[src/rtl/fp32_iterative_divider_if.sv]
// Handshake and operand/result bus for fp32_iterative_divider.
// The master drives start/flush/operands; the slave (divider) drives ready/done/result.
interface fp32_iterative_divider_if;
    logic        start;
    logic        flush;
    logic [31:0] lhs;
    logic [31:0] rhs;
    logic        ready;
    logic        done;
    logic [31:0] result;

    modport master (output start, flush, lhs, rhs, input ready, done, result);
    modport slave  (input start, flush, lhs, rhs, output ready, done, result);
endinterface

[src/rtl/fp32_iterative_divider.sv]
// Multi-cycle IEEE-754 binary32 divider: radix-2 restoring recurrence, RNE, subnormals in/out.
// Optional macro FP32_DIV_EARLY_OUT_EN: special-case operands skip DIV/ROUND (done 2 cycles after accept).
module fp32_iterative_divider #(
    parameter int BITS_PER_CYCLE = 1
) (
    input  logic                    clk,
    input  logic                    rst_n,
    fp32_iterative_divider_if.slave bus
);
    localparam int         DIV_CYCLES = 25 / BITS_PER_CYCLE;
    localparam logic [4:0] CNT_LAST   = 5'(DIV_CYCLES - 1);

    if (BITS_PER_CYCLE != 1 && BITS_PER_CYCLE != 5 && BITS_PER_CYCLE != 25) begin : g_bad_bpc
        $error("fp32_iterative_divider: BITS_PER_CYCLE must be 1, 5 or 25");
    end

    localparam logic [2:0] S_IDLE  = 3'd0;
    localparam logic [2:0] S_PREP  = 3'd1;
    localparam logic [2:0] S_DIV   = 3'd2;
    localparam logic [2:0] S_ROUND = 3'd3;
    localparam logic [2:0] S_DONE  = 3'd4;

    function automatic logic [4:0] lzc24(input logic [23:0] m);
        logic [4:0] n;
        n = 5'd24;
        for (int i = 0; i < 24; i++)
            if (m[i]) n = 5'(23 - i);
        return n;
    endfunction

    // quo = 1 integer, 23 fraction, 1 guard bit; ve <= 0 means the result lands in the subnormal range.
    function automatic logic [31:0] round_pack(input logic [24:0] quo, input logic rem_nz,
                                               input logic signed [9:0] ve, input logic sign);
        logic [24:0]       q_sh, lost_mask, mant_r;
        logic [4:0]        shamt;
        logic signed [9:0] sh_w, exp_w;
        logic              sticky, subn, rup;
        subn      = (ve <= 10'sd0);
        sh_w      = 10'sd1 - ve;
        shamt     = 5'd0;
        if (subn) shamt = (sh_w > 10'sd26) ? 5'd26 : sh_w[4:0];
        lost_mask = ~(25'h1ffffff << shamt);
        sticky    = rem_nz | (|(quo & lost_mask));
        q_sh      = quo >> shamt;
        rup       = q_sh[0] & (sticky | q_sh[1]);
        mant_r    = {1'b0, q_sh[24:1]} + 25'(rup);
        exp_w     = ve + $signed({9'd0, mant_r[24]});
        if (subn) return {sign, 7'd0, mant_r[23], mant_r[22:0]};
        if (exp_w >= 10'sd255) return {sign, 8'hff, 23'd0};
        return {sign, exp_w[7:0], mant_r[22:0]};
    endfunction

    logic [2:0]        state_q, state_d;
    logic [4:0]        cnt_q, cnt_d;
    logic [31:0]       result_q, result_d;
    logic [31:0]       lhs_q, lhs_d, rhs_q, rhs_d;
    logic [25:0]       rem_q, rem_d;
    logic [24:0]       quo_q, quo_d;
    logic [23:0]       mb_q, mb_d;
    logic signed [9:0] ve_q, ve_d;
    logic              spec_q, spec_d, sign_q, sign_d;
    logic [31:0]       spec_res_q, spec_res_d;

    logic [23:0]       a_m, b_m, ma, mb;
    logic [4:0]        a_lz, b_lz;
    logic signed [9:0] va, vb;
    logic              a_nan, b_nan, a_inf, b_inf, a_zero, b_zero, sign, is_spec;
    logic [31:0]       spec_res;
    logic [25:0]       div_r;
    logic [24:0]       div_q;

    // Operand decode: subnormals are normalised so the hidden bit sits at bit 23.
    always_comb begin
        a_m    = {|lhs_q[30:23], lhs_q[22:0]};
        b_m    = {|rhs_q[30:23], rhs_q[22:0]};
        a_lz   = lzc24(a_m);
        b_lz   = lzc24(b_m);
        ma     = a_m << a_lz;
        mb     = b_m << b_lz;
        va     = (lhs_q[30:23] == 8'd0) ? 10'sd1 - $signed({5'd0, a_lz}) : $signed({2'd0, lhs_q[30:23]});
        vb     = (rhs_q[30:23] == 8'd0) ? 10'sd1 - $signed({5'd0, b_lz}) : $signed({2'd0, rhs_q[30:23]});
        a_nan  = (&lhs_q[30:23]) & (|lhs_q[22:0]);
        b_nan  = (&rhs_q[30:23]) & (|rhs_q[22:0]);
        a_inf  = (&lhs_q[30:23]) & ~(|lhs_q[22:0]);
        b_inf  = (&rhs_q[30:23]) & ~(|rhs_q[22:0]);
        a_zero = ~(|lhs_q[30:0]);
        b_zero = ~(|rhs_q[30:0]);
        sign   = lhs_q[31] ^ rhs_q[31];
        is_spec = a_nan | b_nan | a_inf | b_inf | a_zero | b_zero;
        if (a_nan | b_nan | (a_zero & b_zero) | (a_inf & b_inf)) spec_res = 32'h7fc00000;
        else if (a_inf | b_zero)                                 spec_res = {sign, 8'hff, 23'd0};
        else                                                     spec_res = {sign, 31'd0};
    end

    always_comb begin
        state_d    = state_q;
        cnt_d      = cnt_q;
        result_d   = result_q;
        lhs_d      = lhs_q;
        rhs_d      = rhs_q;
        rem_d      = rem_q;
        quo_d      = quo_q;
        mb_d       = mb_q;
        ve_d       = ve_q;
        spec_d     = spec_q;
        spec_res_d = spec_res_q;
        sign_d     = sign_q;
        div_r      = rem_q;
        div_q      = quo_q;
        case (state_q)
            S_IDLE: begin
                if (bus.start) begin
                    lhs_d   = bus.lhs;
                    rhs_d   = bus.rhs;
                    state_d = S_PREP;
                end
            end
            S_PREP: begin
                mb_d       = mb;
                quo_d      = '0;
                cnt_d      = '0;
                spec_d     = is_spec;
                spec_res_d = spec_res;
                sign_d     = sign;
                // Pre-scale the dividend so the quotient always has its integer bit set.
                if (ma < mb) begin
                    rem_d = {1'b0, ma, 1'b0};
                    ve_d  = va - vb + 10'sd126;
                end else begin
                    rem_d = {2'b0, ma};
                    ve_d  = va - vb + 10'sd127;
                end
`ifdef FP32_DIV_EARLY_OUT_EN
                if (is_spec) begin
                    result_d = spec_res;
                    state_d  = S_DONE;
                end else begin
                    state_d  = S_DIV;
                end
`else
                state_d = S_DIV;
`endif
            end
            S_DIV: begin
                for (int i = 0; i < BITS_PER_CYCLE; i++) begin
                    if (div_r >= {2'b0, mb_q}) begin
                        div_r = div_r - {2'b0, mb_q};
                        div_q = {div_q[23:0], 1'b1};
                    end else begin
                        div_q = {div_q[23:0], 1'b0};
                    end
                    div_r = div_r << 1;
                end
                rem_d = div_r;
                quo_d = div_q;
                if (cnt_q == CNT_LAST) begin
                    cnt_d   = '0;
                    state_d = S_ROUND;
                end else begin
                    cnt_d   = cnt_q + 5'd1;
                end
            end
            S_ROUND: begin
                result_d = spec_q ? spec_res_q : round_pack(quo_q, |rem_q, ve_q, sign_q);
                state_d  = S_DONE;
            end
            S_DONE:  state_d = S_IDLE;
            default: state_d = S_IDLE;
        endcase
        if (bus.flush) begin
            state_d  = S_IDLE;
            cnt_d    = '0;
            result_d = result_q;
        end
    end

    always_ff @(posedge clk or negedge rst_n) begin
        if (!rst_n) begin
            state_q  <= S_IDLE;
            cnt_q    <= '0;
            result_q <= '0;
        end else begin
            state_q  <= state_d;
            cnt_q    <= cnt_d;
            result_q <= result_d;
        end
    end

    always_ff @(posedge clk) begin
        lhs_q      <= lhs_d;
        rhs_q      <= rhs_d;
        rem_q      <= rem_d;
        quo_q      <= quo_d;
        mb_q       <= mb_d;
        ve_q       <= ve_d;
        spec_q     <= spec_d;
        spec_res_q <= spec_res_d;
        sign_q     <= sign_d;
    end

    assign bus.ready  = (state_q == S_IDLE);
    assign bus.done   = (state_q == S_DONE);
    assign bus.result = result_q;
endmodule

[src/flat_wrapper.sv]
// flat-port wrapper written by rule: the top's interface ports become plain ports
module fp32_iterative_divider_flat 
#(
    parameter int BITS_PER_CYCLE = 1
)
  (clk, rst_n, bus_start, bus_flush, bus_lhs, bus_rhs, bus_ready, bus_done, bus_result);
  fp32_iterative_divider_if bus_i ();
  input  logic clk;
  input  logic rst_n;
  input wire logic [$bits(bus_i.start)-1:0] bus_start;
  input wire logic [$bits(bus_i.flush)-1:0] bus_flush;
  input wire logic [$bits(bus_i.lhs)-1:0] bus_lhs;
  input wire logic [$bits(bus_i.rhs)-1:0] bus_rhs;
  output wire logic [$bits(bus_i.ready)-1:0] bus_ready;
  output wire logic [$bits(bus_i.done)-1:0] bus_done;
  output wire logic [$bits(bus_i.result)-1:0] bus_result;
  assign bus_i.start = bus_start;
  assign bus_i.flush = bus_flush;
  assign bus_i.lhs = bus_lhs;
  assign bus_i.rhs = bus_rhs;
  assign bus_ready = bus_i.ready;
  assign bus_done = bus_i.done;
  assign bus_result = bus_i.result;
  fp32_iterative_divider #(.BITS_PER_CYCLE(BITS_PER_CYCLE)) u_core (.clk(clk), .rst_n(rst_n), .bus(bus_i));
endmodule
[config.mk]
export PLATFORM = sky130hd
export DESIGN_NAME = fp32_iterative_divider_flat
export DESIGN_NICKNAME = d
export VERILOG_FILES = /design/src/rtl/fp32_iterative_divider_if.sv /design/src/rtl/fp32_iterative_divider.sv /design/src/flat_wrapper.sv
export SDC_FILE = /design/constraint.sdc
export NUM_CORES = 1
export LEC_CHECK = 0
export CAP_MARGIN = 30
export CORE_ASPECT_RATIO = 0.7
export CORE_UTILIZATION = 32
export CTS_BUF_LIST = sky130_fd_sc_hd__clkbuf_4 sky130_fd_sc_hd__clkbuf_8
export DETAILED_ROUTE_END_ITERATION = 6
export GPL_TIMING_DRIVEN = 1
export PLACE_DENSITY_LB_ADDON = 0.12
export SLEW_MARGIN = 20
export SYNTH_ARGS = -nofsm -noshare
export SYNTH_HDL_FRONTEND = slang
export SYNTH_SLANG_ARGS = --single-unit
[constraint.sdc]
create_clock -name clk -period 8.4 [get_ports clk]
set_input_delay 1.68 -clock clk [delete_from_list [all_inputs] [get_ports clk]]
set_output_delay 1.68 -clock clk [all_outputs]
set_load 0.05 [all_outputs]
Yosys cells after proc, flatten, opt, wreduce, memory -nomap -nowiden:

Cells that the tools add are included.

* memories: 0
* word-level logic and storage cells: 158
* flip-flop bits (word level): 223
* bits in latches: 0
* memory bits (writable): 0
* bits in read-only memories: 0
* input port bits: 68
* output and inout bits: 34

* shift-type cells: 4
* $mul: 0
* reductions and logical operators: 18
* bitwise operators: 25
* magnitude comparators: 5
* muxes and demuxes: 77
* div/mod/pow operators: 0
* eq/ne operators: 7
* $add $sub $neg: 10

Operator list (number)
* 5-bit two-way mux: 44
* 32-bit two-way mux: 5
* 31-bit OR reduction: 2
* 26-bit case mux with 2 select lines: 1
* 25-bit two-way mux: 2
* 25-bit case mux with 2 select lines: 1
* 24-bit by 5-bit left shift with 24-bit output: 2
* 23-bit OR reduction: 2
* 4-bit two-way mux: 9
* 31-bit two-way mux: 1
* 10-bit two-way mux: 3
* 26-bit by 24-bit greater-or-equal comparator with 1-bit output: 1
* 26-bit OR reduction: 1
* 24-bit by 1-bit adder with 25-bit output: 1
* 25-bit bitwise AND: 1
* 25-bit NOT: 1
* 25-bit OR reduction: 1
* 25-bit by 5-bit left shift with 25-bit output, first input constant: 1
* 25-bit by 5-bit right shift with 25-bit output: 1
* 25-bit by 24-bit subtractor with 25-bit output: 1
* 24-bit < comparator: 1
* 10-bit by 8-bit adder with 10-bit output, second input constant: 2
* 8-bit logical NOT: 2
* 8-bit AND reduction: 2
* 27 further kinds: 58

Longest topological paths before layout:

* word-level depth: 29
* depth in mapped cells: 33
* gate-level depth less buffers: 28

Worst setup path after synthesis:

Ideal clock, no wire load.

* path type: register to register
* start: reg u_core.ve_q[1]
* end: reg u_core.result_q[0] (netlist: u_core.bus.result[0])
* stages on the path, launching flop included: 32
* arrival: 6455 ps
* buffers on the path: 5
* clock period less this slack: 6571 ps
* setup time: 116 ps
* data required time: 8284 ps
* slack: 1829 ps
* cell sequence: edfxtp_1 > buf_2 > inv_1 > ha_1 > buf_2 > or4b_4 > or3_4 > a31oi_4 > o21a_1 > buf_6 > buf_8 > o221ai_2 > o22ai_2 > o21ai_2 > a2111oi_4 > nor2b_1 > ha_1 > nand4b_4 > nor4_1 > ha_1 > ha_1 > nand3_1 > nor2_1 > and2_1 > nand4b_1 > o31ai_1 > a32oi_1 > nor2_1 > nor3_1 > inv_1 > clkbuf_1 > o311ai_0

* word-level cells in the longest chain between the ends: 21
* elaborated cells between the ends (all ways): 27
* those cells by class: 3 x add/sub; 3 x order compare; 2 x shift; 13 x mux; 5 x bitwise; 1 x reduce/logical

Ends and longest elaborated chain
* from (decl): RTL line fp32_iterative_divider.sv:60 `logic signed [9:0] ve_q, ve_d;`
* from (signal assigned): RTL line fp32_iterative_divider.sv:195 `ve_q <= ve_d;`
* 2-bit by 10-bit subtractor with 10-bit output: RTL line fp32_iterative_divider.sv:39 `sh_w = 10'sd1 - ve;`
* 10-bit by 6-bit greater-than comparator with 1-bit output: RTL line fp32_iterative_divider.sv:41 `if (subn) shamt = (sh_w > 10'sd26) ? 5'd26 : sh_w[4:0];`
* 5-bit two-way mux (2 in a row): RTL line fp32_iterative_divider.sv:41
* 5-bit two-way mux: RTL line fp32_iterative_divider.sv:110 `case (state_q)`
* 25-bit by 5-bit left shift with 25-bit output: RTL line fp32_iterative_divider.sv:42 `lost_mask = ~(25'h1ffffff << shamt);`
* 25-bit NOT: RTL line fp32_iterative_divider.sv:42
* 25-bit bitwise AND: RTL line fp32_iterative_divider.sv:43 `sticky = rem_nz | (|(quo & lost_mask));`
* 25-bit OR reduction: RTL line fp32_iterative_divider.sv:43
* (+3 left out)
* 24-bit by 1-bit adder with 25-bit output: RTL line fp32_iterative_divider.sv:46 `mant_r = {1'b0, q_sh[24:1]} + 25'(rup);`
* 10-bit by 2-bit adder with 10-bit output: RTL line fp32_iterative_divider.sv:47 `exp_w = ve + $signed({9'd0, mant_r[24]});`
* 10-bit by 9-bit greater-or-equal comparator with 1-bit output: RTL line fp32_iterative_divider.sv:49 `if (exp_w >= 10'sd255) return {sign, 8'hff, 23'd0};`
* 1-bit two-way mux (2 in a row): RTL line fp32_iterative_divider.sv:49
* 1-bit two-way mux: RTL line fp32_iterative_divider.sv:110
* 32-bit two-way mux: RTL line fp32_iterative_divider.sv:50 `return {sign, exp_w[7:0], mant_r[22:0]};`
* 32-bit two-way mux *: RTL line fp32_iterative_divider.sv:49
* 32-bit two-way mux *: RTL line fp32_iterative_divider.sv:164 `result_d = spec_q ? spec_res_q : round_pack(quo_q, |rem_q, ve_q, sign_q);`
* to (signal assigned): RTL line fp32_iterative_divider.sv:185 `result_q <= result_d;`
* to (decl): RTL line fp32_iterative_divider.sv:55 `logic [31:0] result_q, result_d;`

Every way passes the cells marked *; elsewhere a longest branch is shown, timed or not. The select of a mux whose other input is x is not followed.
A chain may end at the register's enable or synchronous reset.

Worst setup path after layout:

Ends and elaborated chain as after synthesis.

==> impl_results.md <==
* CTS H-tree depth at 4
* Fin util at roughly 37%
* Worst Hold Class: reg -> reg
* Final Hold Vio Count at 0
* Via Count at approximately 15000
* Hold_sp: u_core.bus.result[31]$_DFFE_PN0P_
* Vias in the first global route at 13900
* Clock Latency Late Sink at 0.53 ns
* Pwr per Cell Area at 202 nW/um^2
* Worst-path fanout max at 20
* CTS sink cnt at 194
* DRT Wirelength at 59900 um
* Clock transition at path regs at 0.12 ns
* Pwr Total at 3.68 mW
* Leading area contributor after synthesis: edfxtp_1
* Fill count at 5025
* Hold Slack at 0.493 ns
* Setup WS pre-CTS at ~0.34 ns
* Area Growth Syn to Fin at 14.0%
* Synth cell types at 108
* Drt wl/cell at 23.2 um
* Outcome: completed
* Clock power share at 16.6%
* Max_cap viols at 0
* Sequential area share after synthesis at between 30% and 40%
* Post-route setup slack at 0.728 ns
* Post-synth EDFFs at 154
* Setup tns final at 0 ns
* Core box area at 49300 um^2
* Worst Skew at 0.0241 ns
* Multi-input combinational cell area at 9610 um^2
* Via density at 5.83
* Synth top area cells: edfxtp_1, dfrtp_1, ha_1
* Period minus WS final at 7.67 ns
* Total Routing Usage GR at a little under a quarter
* Combinational power share at 46.3%
* Hold_buf cts at 0
* CTS tree: yes
* Number of nets with antenna violations after routing at 0
* Dpl hpwl at about 48000 um
* # DRC at 0
* Die height at 189 um
* FFs w/ async S/R, synth at between 20% and 30%
* Synth Area per Inst at between 8 and 9 um^2
* F_max at about 130 MHz
* Starting Density at 32.4%
* Clock Path Buffers at 2
* Synthesized net count at 1954
* Commonest non-fill, non-tap cell in the layout: nor2_1
* Pleak at between 6 and 7 nW
* Placement-stage cell area at 17800 um^2
* Type of origin of the critical path: register
* Net Sw Power at 1.65 mW
* Cells after Synth at 1816
* Worst vdd ir at 125 uV
* First-pass GRT wire length at 90200 um
* Diode count at 0
* Period Utilization, post-route at 91.3%
* Netlist Area Pre-Place at between 15000 and 20000 um^2
* Final instance area at between 15000 and 20000 um^2
* Req. time, crit path at 8.83 ns
* # resized after CTS at 0
* Commonest non-fill, non-tap cells in the layout: nor2_1, nand2_1, edfxtp_1
* Sequential share of power at 37.1%
* Setup CP Type: reg -> reg
* Total CTS buffers at 17
* Dpl cells at about 2500
* Routability cong. at 0.979
* Post-CTS Setup Bufs at 0
* Share of layout cells above drive strength 1 at just over 9%
* CP arrival at roughly 8.1 ns
* Initial antenna violation count at 1
* Seq. cell area at approximately 5600 um^2
* Critical Path End Type: register
* I/O pin total at 102
* # nets final at roughly 2000
* Synth warnings at 0
* DRT iter0 DRCs at 1829
* Largest net degree at the start of global routing at 65
* #FFs+latches synth at 194
* Root Buffer: clkbuf_8
* Top-area cell type share of the netlist area at 29.0%
* DRT Pass-1 Iters at 5
* RSZ-0062 raised after global routing: false
* Slew HR at 29.0%
* Final setup viols at 0
* Top_reg_cell synth: edfxtp_1
* Post-route insts no fill at between 2000 and 3000
* Critical path startpoint: u_core.ve_q[1]$_DFFE_PP_
* Port bufs at 101
* Final Slew Violations at 0
* Switching part of the total at 44.8%
* Die X at 269 um
* Row Count at between 60 and 70
* Remaining Overflow, GRT at 0
* Pint at around 2.0 mW
* Die area at 50800 um^2
* Reg-to-Reg Start: u_core.ve_q[1]$_DFFE_PP_
* Worst-margin pin slew at 1.05 ns
==> power groups by stage <==
stage / registers, mW / logic (mW) / clock network, mW
global placement: 1.38 / 1.67 / 0
detailed placement: 1.38 / 1.66 / 0
floorplan: 1.46 / 0.984 / 0
global route: 1.38 / 1.83 / 0.664
finish: 1.37 / 1.71 / 0.609
CTS: 1.36 / 1.67 / 0.632
==> Yosys cell counts (all sizes together) (6+ instances only) <==
cell type and instances:
and3 20, o22a 8, a31oi 22, dfrtp 40, nor2 177, a221oi 12
nor4 26, a22oi 8, o31ai 18, buf 31, a22o 9, edfxtp 154
a21oi 128, o21bai 11, o21a 15, a32o 6, a211oi 30, mux2 8
or2 20, a21o 32, nor3 55, o311ai 8, xnor2 40, o221ai 15
or3 16, clkbuf 58, mux2i 64, a32oi 8, nor2b 15, nand3 53
xor2 29, o211ai 34, and2 21, nand3b 7, o32ai 10, nand2b 26
o221a 7, o21ai 126, ha 68, or4 9, nand2 168, o22ai 16
nand4 21, inv 91
==> kinds of logic (layout without fill, tap and decap cells) <==
family	Yosys count	after routing	synth area share, %
AOI/OAI and AO/OA	569	569	24.7
xor gates and xnor gates	69	69	3.79
adders and majority gates	70	70	5.58
buffers and inverters	183	280	4.82
DFF	194	194	35.2
muxes	76	76	5.14
and+or+nand+nor	655	655	20.8
==> flip-flops by register name (all words and copies together) (netlist names), 5 cells and up <==
register,count
u_core.bus.result,32
u_core.lhs_q,32
u_core.rhs_q,32
u_core.rem_q,26
u_core.quo_q,25
u_core.mb_q,24
u_core.ve_q,10
u_core.cnt_q,5
==> area by class of cell <==
type                            instances  area share [%]
Multi-Input combinational cell       1439            52.8
Clock buffer                           18            1.36
Timing Repair Buffer                  154            7.77
Clock inverter                         14           0.673
Sequential cell                       194            30.9
Tap cell                              665            4.57
Inverter                               94            1.94
==> critical path, cell delays in order, from the launching register on <==
cell and delay, ns:
edfxtp_1 0.48, inv_1 0.20, ha_1 0.36, or4b_4 0.56, o21ai_4 0.26, a31oi_1 0.18
buf_4 0.21, o21a_1 0.21, a222oi_1 0.74, o21ai_1 0.27, a2111oi_4 0.40, nor2b_1 0.19
ha_1 0.30, nand4b_4 0.23, nor4_1 0.45, ha_1 0.26, ha_1 0.19, nand3_1 0.12
nor2_1 0.23, and2_1 0.17, nand4b_1 0.11, o31ai_1 0.09, a32oi_1 0.18, buf_4 0.18
nor2_1 0.06, nor3_2 0.34, inv_2 0.25, o311ai_0 0.35
==> final timing paths <==
kind	cells past startpoint	to	slack, ns
worst max-delay path	27	u_core.bus.result[0]$_DFFE_PN0P_	0.73
worst min-delay path	2	u_core.bus.result[31]$_DFFE_PN0P_	0.49
worst max register to register	27	u_core.bus.result[0]$_DFFE_PN0P_	0.73
worst min register to register	2	u_core.bus.result[31]$_DFFE_PN0P_	0.49
max in group asynchronous	2	u_core.bus.result[7]$_DFFE_PN0P_	6.90
min in group asynchronous	1	u_core.bus.result[15]$_DFFE_PN0P_	1.03
==> metal layers <==
metal	GRT usage, %	share of wire, %	vias up
met1	40.6	54	7273
met4	3.56	0.80	0
met5	0	0	-
met3	5.62	9.3	33
li1	-	-	7046
met2	28.7	36	668
No activity file was read; power rests on OpenSTA's default activity.
